### src/rtl/watchdog_pkg.sv
// watchdog_pkg: state encoding, default parameters and width helpers shared
// by the watchdog controller and its kick decoder.
package watchdog_pkg;

  typedef logic [1:0] wd_state_t;

  localparam wd_state_t ST_HOLD = 2'd0;
  localparam wd_state_t ST_RUN  = 2'd1;
  localparam wd_state_t ST_DIS  = 2'd2;

  localparam int         DEF_TIMEOUT     = 8;
  localparam int         DEF_HOLD        = 8;
  localparam logic [4:0] DEF_KICK_ADDR_U = 5'b11000;
  localparam int         DEF_TRIP_W      = 4;

  function automatic int wd_max(input int a, input int b);
    return (a > b) ? a : b;
  endfunction

  // Bits needed to count 0..value-1; never less than one bit.
  function automatic int wd_clog2(input int value);
    int w;
    w = 0;
    for (int i = 0; i < 31; i++) begin
      if ((1 << i) < value) w = i + 1;
    end
    return (w < 1) ? 1 : w;
  endfunction

endpackage

### src/rtl/watchdog_kick_decode.sv
// watchdog_kick_decode: decodes 68k accesses to the kick window ($300001)
// and turns a write access into a single-cycle kick, however long the
// strobe is held. Also reports a read of the same window for the status port.
module watchdog_kick_decode
  import watchdog_pkg::*;
#(
  parameter logic [4:0] KICK_ADDR_U = DEF_KICK_ADDR_U
) (
  input  logic       clk,
  input  logic       rst_n,
  input  logic       lds_n,
  input  logic       rw,
  input  logic       a23,
  input  logic       a22,
  input  logic [4:0] addr_u,
  output logic       kdec,
  output logic       rdec,
  output logic       kick
);

  logic hit;
  logic kdec_q;

  assign hit  = ~lds_n & ~a23 & ~a22 & (addr_u == KICK_ADDR_U);
  assign kdec = hit & ~rw;
  assign rdec = hit & rw;

  // Remember last cycle's write decode so only the leading edge kicks.
  always_ff @(posedge clk or negedge rst_n) begin
    if (!rst_n) begin
      kdec_q <= 1'b0;
    end else begin
      kdec_q <= kdec;
    end
  end

  assign kick = kdec & ~kdec_q;

endmodule

### src/rtl/watchdog_ctrl.sv
// watchdog_ctrl: 68k bus watchdog. Holds nRESET/nHALT low for HOLD ticks
// after power-on or a timeout, then expects a write to $300001 at least
// every TIMEOUT ticks. Counts timeouts in a saturating trip counter.
// Optional build macro WATCHDOG_STATUS_EN adds a read-back status port
// (STATUS_OE/STATUS_DATA) on reads of the kick window.
//
// state | meaning
// HOLD  | reset pulse in progress, nRESET low, kicks and disable ignored
// RUN   | counting towards timeout, kicks restart the count
// DIS   | watchdog parked by WD_DISABLE, counter held at zero
module watchdog_ctrl
  import watchdog_pkg::*;
#(
  parameter int         TIMEOUT     = DEF_TIMEOUT,
  parameter int         HOLD        = DEF_HOLD,
  parameter logic [4:0] KICK_ADDR_U = DEF_KICK_ADDR_U,
  parameter int         TRIP_W      = DEF_TRIP_W
) (
  input  logic              WDCLK,
  input  logic              nRST,
  input  logic              nLDS,
  input  logic              RW,
  input  logic              A23I,
  input  logic              A22I,
  input  logic [4:0]        M68K_ADDR_U,
  input  logic              WD_DISABLE,
  output logic              nRESET,
  output logic              nHALT,
  output logic              WDTRIP,
  output logic [TRIP_W-1:0] TRIP_CNT
`ifdef WATCHDOG_STATUS_EN
  ,
  output logic              STATUS_OE,
  output logic [7:0]        STATUS_DATA
`endif
);

  localparam int CW = wd_clog2(wd_max(TIMEOUT, HOLD));
  localparam logic [CW-1:0] HOLD_LAST = CW'(HOLD - 1);
  localparam logic [CW-1:0] TO_LAST   = CW'(TIMEOUT - 1);
  localparam logic [TRIP_W-1:0] TRIP_MAX = {TRIP_W{1'b1}};

  wd_state_t         state;
  logic [CW-1:0]     cnt;
  logic [TRIP_W-1:0] trip_cnt;
  logic              wdtrip;
  logic              kdec;
  logic              rdec;
  logic              kick;
  logic              unused_kdec;

  watchdog_kick_decode #(
    .KICK_ADDR_U(KICK_ADDR_U)
  ) u_kick_decode (
    .clk   (WDCLK),
    .rst_n (nRST),
    .lds_n (nLDS),
    .rw    (RW),
    .a23   (A23I),
    .a22   (A22I),
    .addr_u(M68K_ADDR_U),
    .kdec  (kdec),
    .rdec  (rdec),
    .kick  (kick)
  );

  // The edge-detected kick is all the FSM needs; the raw decode is spare.
  assign unused_kdec = kdec;

  // Main sequencer: reset pulse, timeout counting, disable parking, trip count.
  always_ff @(posedge WDCLK or negedge nRST) begin
    if (!nRST) begin
      state    <= ST_HOLD;
      cnt      <= '0;
      trip_cnt <= '0;
      wdtrip   <= 1'b0;
    end else begin
      wdtrip <= 1'b0;
      case (state)
        ST_HOLD: begin
          if (cnt == HOLD_LAST) begin
            state <= ST_RUN;
            cnt   <= '0;
          end else begin
            cnt <= cnt + 1'b1;
          end
        end
        ST_RUN: begin
          if (kick) begin
            // A kick on the final tick still rescues the system.
            cnt <= '0;
            if (WD_DISABLE) state <= ST_DIS;
          end else if (cnt == TO_LAST) begin
            state  <= ST_HOLD;
            cnt    <= '0;
            wdtrip <= 1'b1;
            if (trip_cnt != TRIP_MAX) trip_cnt <= trip_cnt + 1'b1;
          end else if (WD_DISABLE) begin
            state <= ST_DIS;
            cnt   <= '0;
          end else begin
            cnt <= cnt + 1'b1;
          end
        end
        ST_DIS: begin
          cnt <= '0;
          if (!WD_DISABLE) state <= ST_RUN;
        end
        default: begin
          state <= ST_HOLD;
          cnt   <= '0;
        end
      endcase
    end
  end

  // nRST gates the reset line directly so it drops the instant reset asserts.
  assign nRESET   = nRST & (state != ST_HOLD);
  assign nHALT    = nRESET;
  assign WDTRIP   = wdtrip;
  assign TRIP_CNT = trip_cnt;

`ifdef WATCHDOG_STATUS_EN
  assign STATUS_OE   = rdec;
  assign STATUS_DATA = {state, 2'b00, 4'(trip_cnt)};
`else
  logic unused_rdec;
  assign unused_rdec = rdec;
`endif

endmodule

### config.mk
export PLATFORM = sky130hd
export DESIGN_NAME = watchdog_ctrl
export DESIGN_NICKNAME = d
export VERILOG_FILES = /design/src/rtl/watchdog_pkg.sv /design/src/rtl/watchdog_kick_decode.sv /design/src/rtl/watchdog_ctrl.sv
export SDC_FILE = /design/constraint.sdc
export NUM_CORES = 1
export LEC_CHECK = 0
export BUFFER_PORTS_ARGS = -buffer_cell sky130_fd_sc_hd__buf_2
export CAP_MARGIN = 20
export CORE_MARGIN = 5
export CORE_UTILIZATION = 25
export DETAILED_ROUTE_END_ITERATION = 8
export PLACE_DENSITY_LB_ADDON = 0.1
export SYNTH_ARGS = -nofsm -noshare
export SYNTH_HDL_FRONTEND = slang
export SYNTH_SLANG_ARGS = --single-unit
### constraint.sdc
create_clock -name WDCLK -period 1.69 [get_ports WDCLK]
set_input_delay 0.4225 -clock WDCLK [delete_from_list [all_inputs] [get_ports WDCLK]]
set_output_delay 0.4225 -clock WDCLK [all_outputs]
set_load 0.005 [all_outputs]
# ---- Word level (Yosys, flattened, before mapping)
# Cells that the tools add are included.
# Widths: inputs -> output; s select.
dict set report word_totals {
  reg_bits 11
  out_inout_bits 7
  inputBits 12
  wordCells 44
}
dict set report op_classes {
  n_eq_ne 7
  n_addsub 2
  mux 14
  n_reduce_logical 4
  n_bitwise 12
}
# op count
set op_table {}
lappend op_table {{$mux 3} 4}
lappend op_table {{$mux 2} 5}
lappend op_table {{$and 1x1->1} 6}
lappend op_table {{$not 1->1} 6}
lappend op_table {{$pmux 2 s3} 1}
lappend op_table {{$pmux 3 s2} 1}
lappend op_table {{$eq 5x5->1 const B} 1}
lappend op_table {{$add 4x1->4 const B} 1}
lappend op_table {{$ne 2x2->1 const B} 2}
lappend op_table {{$ne 4x4->1 const B} 1}
lappend op_table {{$reduce_and 4->1} 1}
lappend op_table {{$add 3x1->3 const B} 1}
lappend op_table {{$eq 3x3->1 const B} 1}
lappend op_table {{$mux 1} 3}
lappend op_table {{$eq 2x1->1 const B} 1}
lappend op_table {{$eq 2x2->1 const B} 1}
lappend op_table {{$logic_not 2->1} 1}
lappend op_table {{$reduce_and 2->1} 1}
lappend op_table {{$reduce_bool 2->1} 1}

# ---- Longest topological paths before layout
# Gate-level depths: netlist of run 1.
dict set report depth {
  depth_word 8
  depth_mapped 6
  mapped_depth_nobuf 6
}

# ---- By module
# From an unflattened synthesis of run 1, not the netlist that was laid out.
dict set report hier_totals {
  hier_cells 49
  hier_area_um2 560.5
}
# module n_inst area_per_inst_um2 seq_area_each_um2 cells_per_inst
set modules_own_cells {}
lappend modules_own_cells {watchdog_ctrl 1 489.2 250.2 42}
lappend modules_own_cells {watchdog_kick_decode 1 71.3 25.0 7}

# ---- Least setup slack after synthesis of run 1
# OpenSTA, ideal clock, no wires.
dict set report synth_timing {
  path_type {register to register}
  from {register cnt[0]}
  to {register trip_cnt[1], in the netlist TRIP_CNT[1]}
  path_buffers 0
  synth_period_minus_slack_ns 1.484
  arrival_time_ns 1.359
  stages_incl_launch_ff 7
  setup_slack_ns 0.206
  cell_sequence {dfrtp_1 ha_1 ha_1 inv_1 a31oi_2 nand3_2 mux2_4}
}
dict set report synth_via {
  elab_chain_len 2
}
# item line_no
set synth_lines {}
lappend synth_lines {{start, declared} watchdog_ctrl.sv:44} ;# logic [CW-1:0] cnt;
lappend synth_lines {{start signal, assigned} watchdog_ctrl.sv:85} ;# cnt <= cnt + 1'b1;
lappend synth_lines {{start signal, assigned} watchdog_ctrl.sv:102} ;# cnt <= cnt + 1'b1;
lappend synth_lines {{$eq 3x3->1} watchdog_ctrl.sv:93} ;# end else if (cnt == TO_LAST) begin
lappend synth_lines {{$reduce_and 4->1 (no source line)} n/a}
lappend synth_lines {{end signal, assigned} watchdog_ctrl.sv:97} ;# if (trip_cnt != TRIP_MAX) trip_cnt <= trip_cnt + 1'b1;
lappend synth_lines {{end, declared} watchdog_ctrl.sv:45} ;# logic [TRIP_W-1:0] trip_cnt;
# Every way passes these cells.
# A chain may end at the register's enable or synchronous reset.

# ---- Worst setup path in the final report of run 1
# Ends and elaborated chain as after synthesis.

==> flow_metrics.tcl, run 1 <==
set metrics [dict create \
    clk-insertion-delay-late_ps 260 \
    min_period_ps 1550 \
    yosysTopAreaCell "dfrtp_1" \
    finalSetupTns_ps 0 \
    htreeDepth 1 \
    power_leakage_nw 0.372 \
    yosysWarnings 0 \
    fp.dieW_um 58.3 \
    worstPathRequired_ps 1840 \
    p_clk_share_pct 20.6 \
    fin_area_um2 744 \
    setup_viol 0 \
    r2r_slack_ps 140 \
    ios 19 \
    relSlewSlack_pct 75.4 \
    grt_max_degree 12 \
    ys_seq_elements 11 \
    synth_cell_types 30 \
    netlist_area_um2 584 \
    start_kind "flop" \
    areaGrowthSynthToFinish_pct 27.4 \
    syn_inst 49 \
    layout-drive-gt1-share_pct 43.7 \
    power.internal_w 0.000593 \
    worstSetupEndpointType "flop" \
    die_area_um2 3400 \
    start_util_pct 26.4 \
    synth_top_area_share_pct 47.1 \
    p_comb_share_pct 33.5 \
    drv_slew 0 \
    die_h_um 58.3 \
    portBuffers 18 \
    netSwitchingFraction_pct 31.9 \
    post_cts.repair.setup_buffers 0 \
    crit_arrival_ps 1700 \
    path_class "reg -> reg" \
    hold_ws_ps 86.6 \
    routed_wirelength_mm 1.17 \
    worst_ir_drop_vdd_uv 399 \
    hp-class "in -> async" \
    synth_edf_count 0 \
    grt-ovfl-total 0 \
    num_vias 457 \
    p_per_area_nw_per_um2 1170 \
    synth-async-reset-ratio_pct 100 \
    period_share_pct 91.8 \
    antenna_found_initial 0 \
    place_area_um2 709 \
    diodes 0 \
    p_sw_w 0.000278 \
    nFillCells 248 \
    status "completed" \
    routedWlPerCell_um 11.9 \
    postSynthAreaPerCell_um2 11.9 \
    clkSinkCount 11 \
    worst-path-max-fanout 6 \
    coreArea_um2 2210 \
    first_global_vias 467 \
    ys_seq_area_share_pct 47.1 \
    cts_max_path_buffers 2 \
    ant_nets 0 \
    cts.clk_slew.worst_paths_ps 70 \
    firstDrtPassIters 3 \
    cts-root-buf "clkbuf_4" \
    track_usage_pct 8.18 \
    gp_congestion 0.741 \
    synth_commonest_cells "11 x dfrtp_1, 4 x a31oi_1, 3 x ha_1" \
    synth.most_common_cell "dfrtp_1" \
    rows 17 \
    seqPwrFrac_pct 45.9 \
    synth_area_leaders "dfrtp_1 47%, ha_1 6.4%, a31oi_1 4.3%" \
    final-hold-violation-count 0 \
    fin_nets 87 \
    route.detailed.drc 0 \
    grt_pass1_wl_mm 2.04 \
    via_per_inst 4.62 \
    cts_tree "yes" \
    drtIter0Drc 2 \
    synth_fp_nets 64 \
    worstMarginPinSlew_ps 366 \
    fmax_ghz 0.644 \
    fin_skew_ps 0.742 \
    numCtsBuffers 3 \
    cap_violations 0 \
    rsz0062_at_grt "no" \
    ys.flop_type "dfrtp_1" \
    dp_hpwl_um 956 \
]
[critical path, cell delays in order, from the launching register on]
cell and delay, ps:
dfrtp_1 360, ha_1 160, ha_1 180, inv_1 90
a31oi_4 220, nand3_2 130, mux2_4 310
[registers in the layout, indices dropped and copies added (netlist names)]
register	count
TRIP_CNT	4
cnt	3
state	2
WDTRIP	1
u_kick_decode.kdec_q	1
[layout by cell type (no fill, tap or decap), drive strengths merged]
cell and count:
nand2 2, and2b 2, nor2b 1, o21a 1, xnor2 1, ha 3, buf 19, nor3b 1
mux2 2, o31a 1, nand2b 1, and3 3, and3b 1, nor2 2, o21ai 2, nor4 2
nor4bb 1, a31oi 5, dfrtp 11, inv 1, o22ai 1, clkbuf 4, nand3b 1, and2 1
nand3 2
[power groups by stage]
stage / registers (W) / logic (W) / clock network [W]
finish: 0.000399 / 0.000292 / 0.000180
global route: 0.000413 / 0.000341 / 0.000208
global placement: 0.000407 / 0.000289 / 0
detailed placement: 0.000407 / 0.000292 / 0
CTS: 0.000401 / 0.000295 / 0.000192
floorplan: 0.000390 / 0.000211 / 0
[what timing repair did]
action / CTS / global route
resized for setup: 0 / 1
setup endpoints to repair: 0 / 1
hold buffers: 0 / 0
[area by class of cell]
| type | count | area (um^2) | share of cell area, % |
|---|---|---|---|
| multi-input combinational | 36 | 307 | 41.2 |
| inverter | 1 | 3.75 | 0.504 |
| sequential | 11 | 275 | 37.0 |
| clock buffer | 4 | 26.3 | 3.53 |
| timing repair buffer | 19 | 97.6 | 13.1 |
| tap | 28 | 35.0 | 4.71 |
[cell families after synthesis]
| family | synth area share (%) |
|---|---|
| multiplexers | 4.50 |
| AO/OA/AOI/OAI | 12.0 |
| adder cells (fa/ha/maj) | 6.42 |
| AND/OR/NAND/NOR | 26.6 |
| XOR/XNOR | 1.50 |
| buffers and inverters | 1.93 |
| flip-flops | 47.1 |
[path summary, 6_finish.rpt]
| check | from | endpoint | cells after the start |
|---|---|---|---|
| worst max register to register | cnt[0] | TRIP_CNT[1] | 6 |
| max in group asynchronous | nRST | u_kick_decode.kdec_q | 2 |
| worst min register to register | TRIP_CNT[0] | TRIP_CNT[0] | 1 |
| worst max-delay path | cnt[0] | TRIP_CNT[1] | 6 |
| min in group WDCLK | A23I | u_kick_decode.kdec_q | 2 |
| worst min-delay path | nRST | cnt[0] | 2 |
[stage by stage]
stage                     instances  power, W  util (%)  setup slack [ps]
after global routing             99  0.000962      33.7              23.9
after global placement           95  0.000696      32.1              56.5
after floorplan                  49  0.000601         -               206
after detailed placement         95  0.000699      32.1              27.4
final                            99  0.000871      33.7               138
after CTS                        99  0.000887      33.3              26.2
[layer usage]
layer,vias to the layer above,part of all wire [%],track usage (%)
met3,2,7.2,2.19
met5,-,0,0
met1,214,47,10.7
li1,228,-,-
met2,13,44,11.5
met4,0,1.4,5.96
No activity file was read; power rests on OpenSTA's default activity.
==> inputs of run 2 (changes only) <==
--- a/config.mk
+++ b/config.mk
@@ -6,10 +6,10 @@
 export NUM_CORES = 1
 export LEC_CHECK = 0
 export BUFFER_PORTS_ARGS = -buffer_cell sky130_fd_sc_hd__buf_2
-export CAP_MARGIN = 20
-export CORE_MARGIN = 5
+export CORE_MARGIN = 4
 export CORE_UTILIZATION = 25
 export DETAILED_ROUTE_END_ITERATION = 8
+export GPL_ROUTABILITY_DRIVEN = 1
 export PLACE_DENSITY_LB_ADDON = 0.1
 export SYNTH_ARGS = -nofsm -noshare
 export SYNTH_HDL_FRONTEND = slang
==> flow_metrics.tcl, run 2 (same netlist as run 1, synthesis figures left out) <==
set metrics [dict create \
    worst-path-max-fanout 6 \
    num_vias 432 \
    p_comb_share_pct 33.6 \
    routed_wirelength_mm 1.15 \
    die_h_um 56.3 \
    worstSetupEndpointType "flop" \
    power.internal_w 0.000594 \
    power_leakage_nw 0.372 \
    worstPathRequired_ps 1840 \
    start_kind "flop" \
    path_class "reg -> reg" \
    worstMarginPinSlew_ps 368 \
    coreArea_um2 2210 \
    cts-root-buf "clkbuf_4" \
    p_clk_share_pct 20.6 \
    fin_area_um2 744 \
    place_area_um2 709 \
    grt_max_degree 12 \
    via_per_inst 4.36 \
    crit_arrival_ps 1720 \
    fin_skew_ps 2.39 \
    p_per_area_nw_per_um2 1170 \
    ios 19 \
    layout-drive-gt1-share_pct 43.7 \
    clk-insertion-delay-late_ps 260 \
    grt-ovfl-total 0 \
    die_area_um2 3170 \
    rows 17 \
    drtIter0Drc 8 \
    ctsHoldBuffers 0 \
    netSwitchingFraction_pct 32.0 \
    slowest_stage "dfrtp_1" \
    hp-class "in -> async" \
    grt_util_met1_pct 11.2 \
    utilization_pct 33.7 \
    p_sw_w 0.000280 \
    relSlewSlack_pct 75.3 \
    final-hold-violation-count 0 \
    antenna_found_initial 0 \
    htreeDepth 1 \
    worst_ir_drop_vdd_uv 383 \
    routedWlPerCell_um 11.6 \
    post_cts.repair.setup_buffers 0 \
    fmax_ghz 0.638 \
    final.setup.worst_slack_ps 122 \
    dpl.cell_count 95 \
    crit_chain "ha_1 -> ha_1 -> inv_1 -> a31oi_4 -> nand3_2 -> mux2_4" \
    dp_slack_ps 26.1 \
    crit_top_cell "ha_1" \
    cts_tree "yes" \
    mostFrequentLayoutCells "18 x buf_2, 11 x dfrtp_1, 4 x a31oi_1" \
    diodes 0 \
    portBuffers 18 \
    cts.clk_slew.worst_paths_ps 70 \
    min_period_ps 1570 \
    route.detailed.drc 0 \
    first_global_vias 446 \
    cts_resized 0 \
    critPathTopFamily "flip-flops" \
    drv_slew 0 \
    final_common_cell "buf_2" \
    start_util_pct 26.4 \
    rsz0062_at_grt "no" \
    grt_pass1_wl_mm 1.98 \
    finalNonFillerCells 99 \
    cts_max_path_buffers 2 \
    grt-busiest-layer "met2" \
    period_share_pct 92.8 \
    setup_viol 0 \
    finalSetupTns_ps 0 \
    track_usage_pct 8.25 \
    critPathMaxStageDelay_ps 360 \
    fp.dieW_um 56.3 \
    seqPwrFrac_pct 45.9 \
    clkSinkCount 11 \
    ant_nets 0 \
    use_met2_pct 11.4 \
    cap_violations 0 \
    areaGrowthSynthToFinish_pct 27.4 \
    dp_hpwl_um 935 \
    status "completed" \
    firstDrtPassIters 4 \
    gp_congestion 0.764 \
    grtUsageMet3_pct 2.30 \
    largest_reg_flops 4 \
    fin_nets 87 \
    numCtsBuffers 3 \
    path_buf_inv 1 \
]
==> run 2: per-layer routing <==
layer  up-vias  share of wire, %
met4         0               1.5
met1       189                50
li1        228                 -
met3         2               6.3
met2        13                42
met5         -                 0
==> run 2: power groups by stage <==
stage,registers [W],logic (W),clock network [W]
final,0.000401,0.000293,0.000180
after global placement,0.000407,0.000288,0
after floorplan,0.000390,0.000211,0
after global routing,0.000411,0.000344,0.000204
after CTS,0.000402,0.000295,0.000191
after detailed placement,0.000408,0.000294,0
==> run 2: final cells by class <==
| cell class | instances | area, um^2 |
|---|---|---|
| clock buffer | 4 | 26.3 |
| tap | 28 | 35.0 |
| timing repair buffer | 19 | 97.6 |
| fill | 244 | 1470 |
| inverter | 1 | 3.75 |
| sequential | 11 | 275 |
| multi-input combinational | 36 | 307 |
==> run 2: worst paths after layout <==
kind                       slack [ps]              endpoint        start  cells after the start
hold / removal                     80                cnt[0]         nRST                      2
hold reg to reg                   530           TRIP_CNT[0]  TRIP_CNT[0]                      1
setup reg to reg                  120           TRIP_CNT[1]       cnt[0]                      6
min in group WDCLK                330  u_kick_decode.kdec_q         A23I                      2
setup / recovery                  120           TRIP_CNT[1]       cnt[0]                      6
max in group asynchronous        1460  u_kick_decode.kdec_q         nRST                      2
==> run 2: through the flow <==
stage                     total power (W)  hold WS, ps
after floorplan                  0.000601          127
after global placement           0.000695          371
after detailed placement         0.000702          378
after CTS                        0.000888         84.7
after global routing             0.000960         98.0
final                            0.000873         82.2
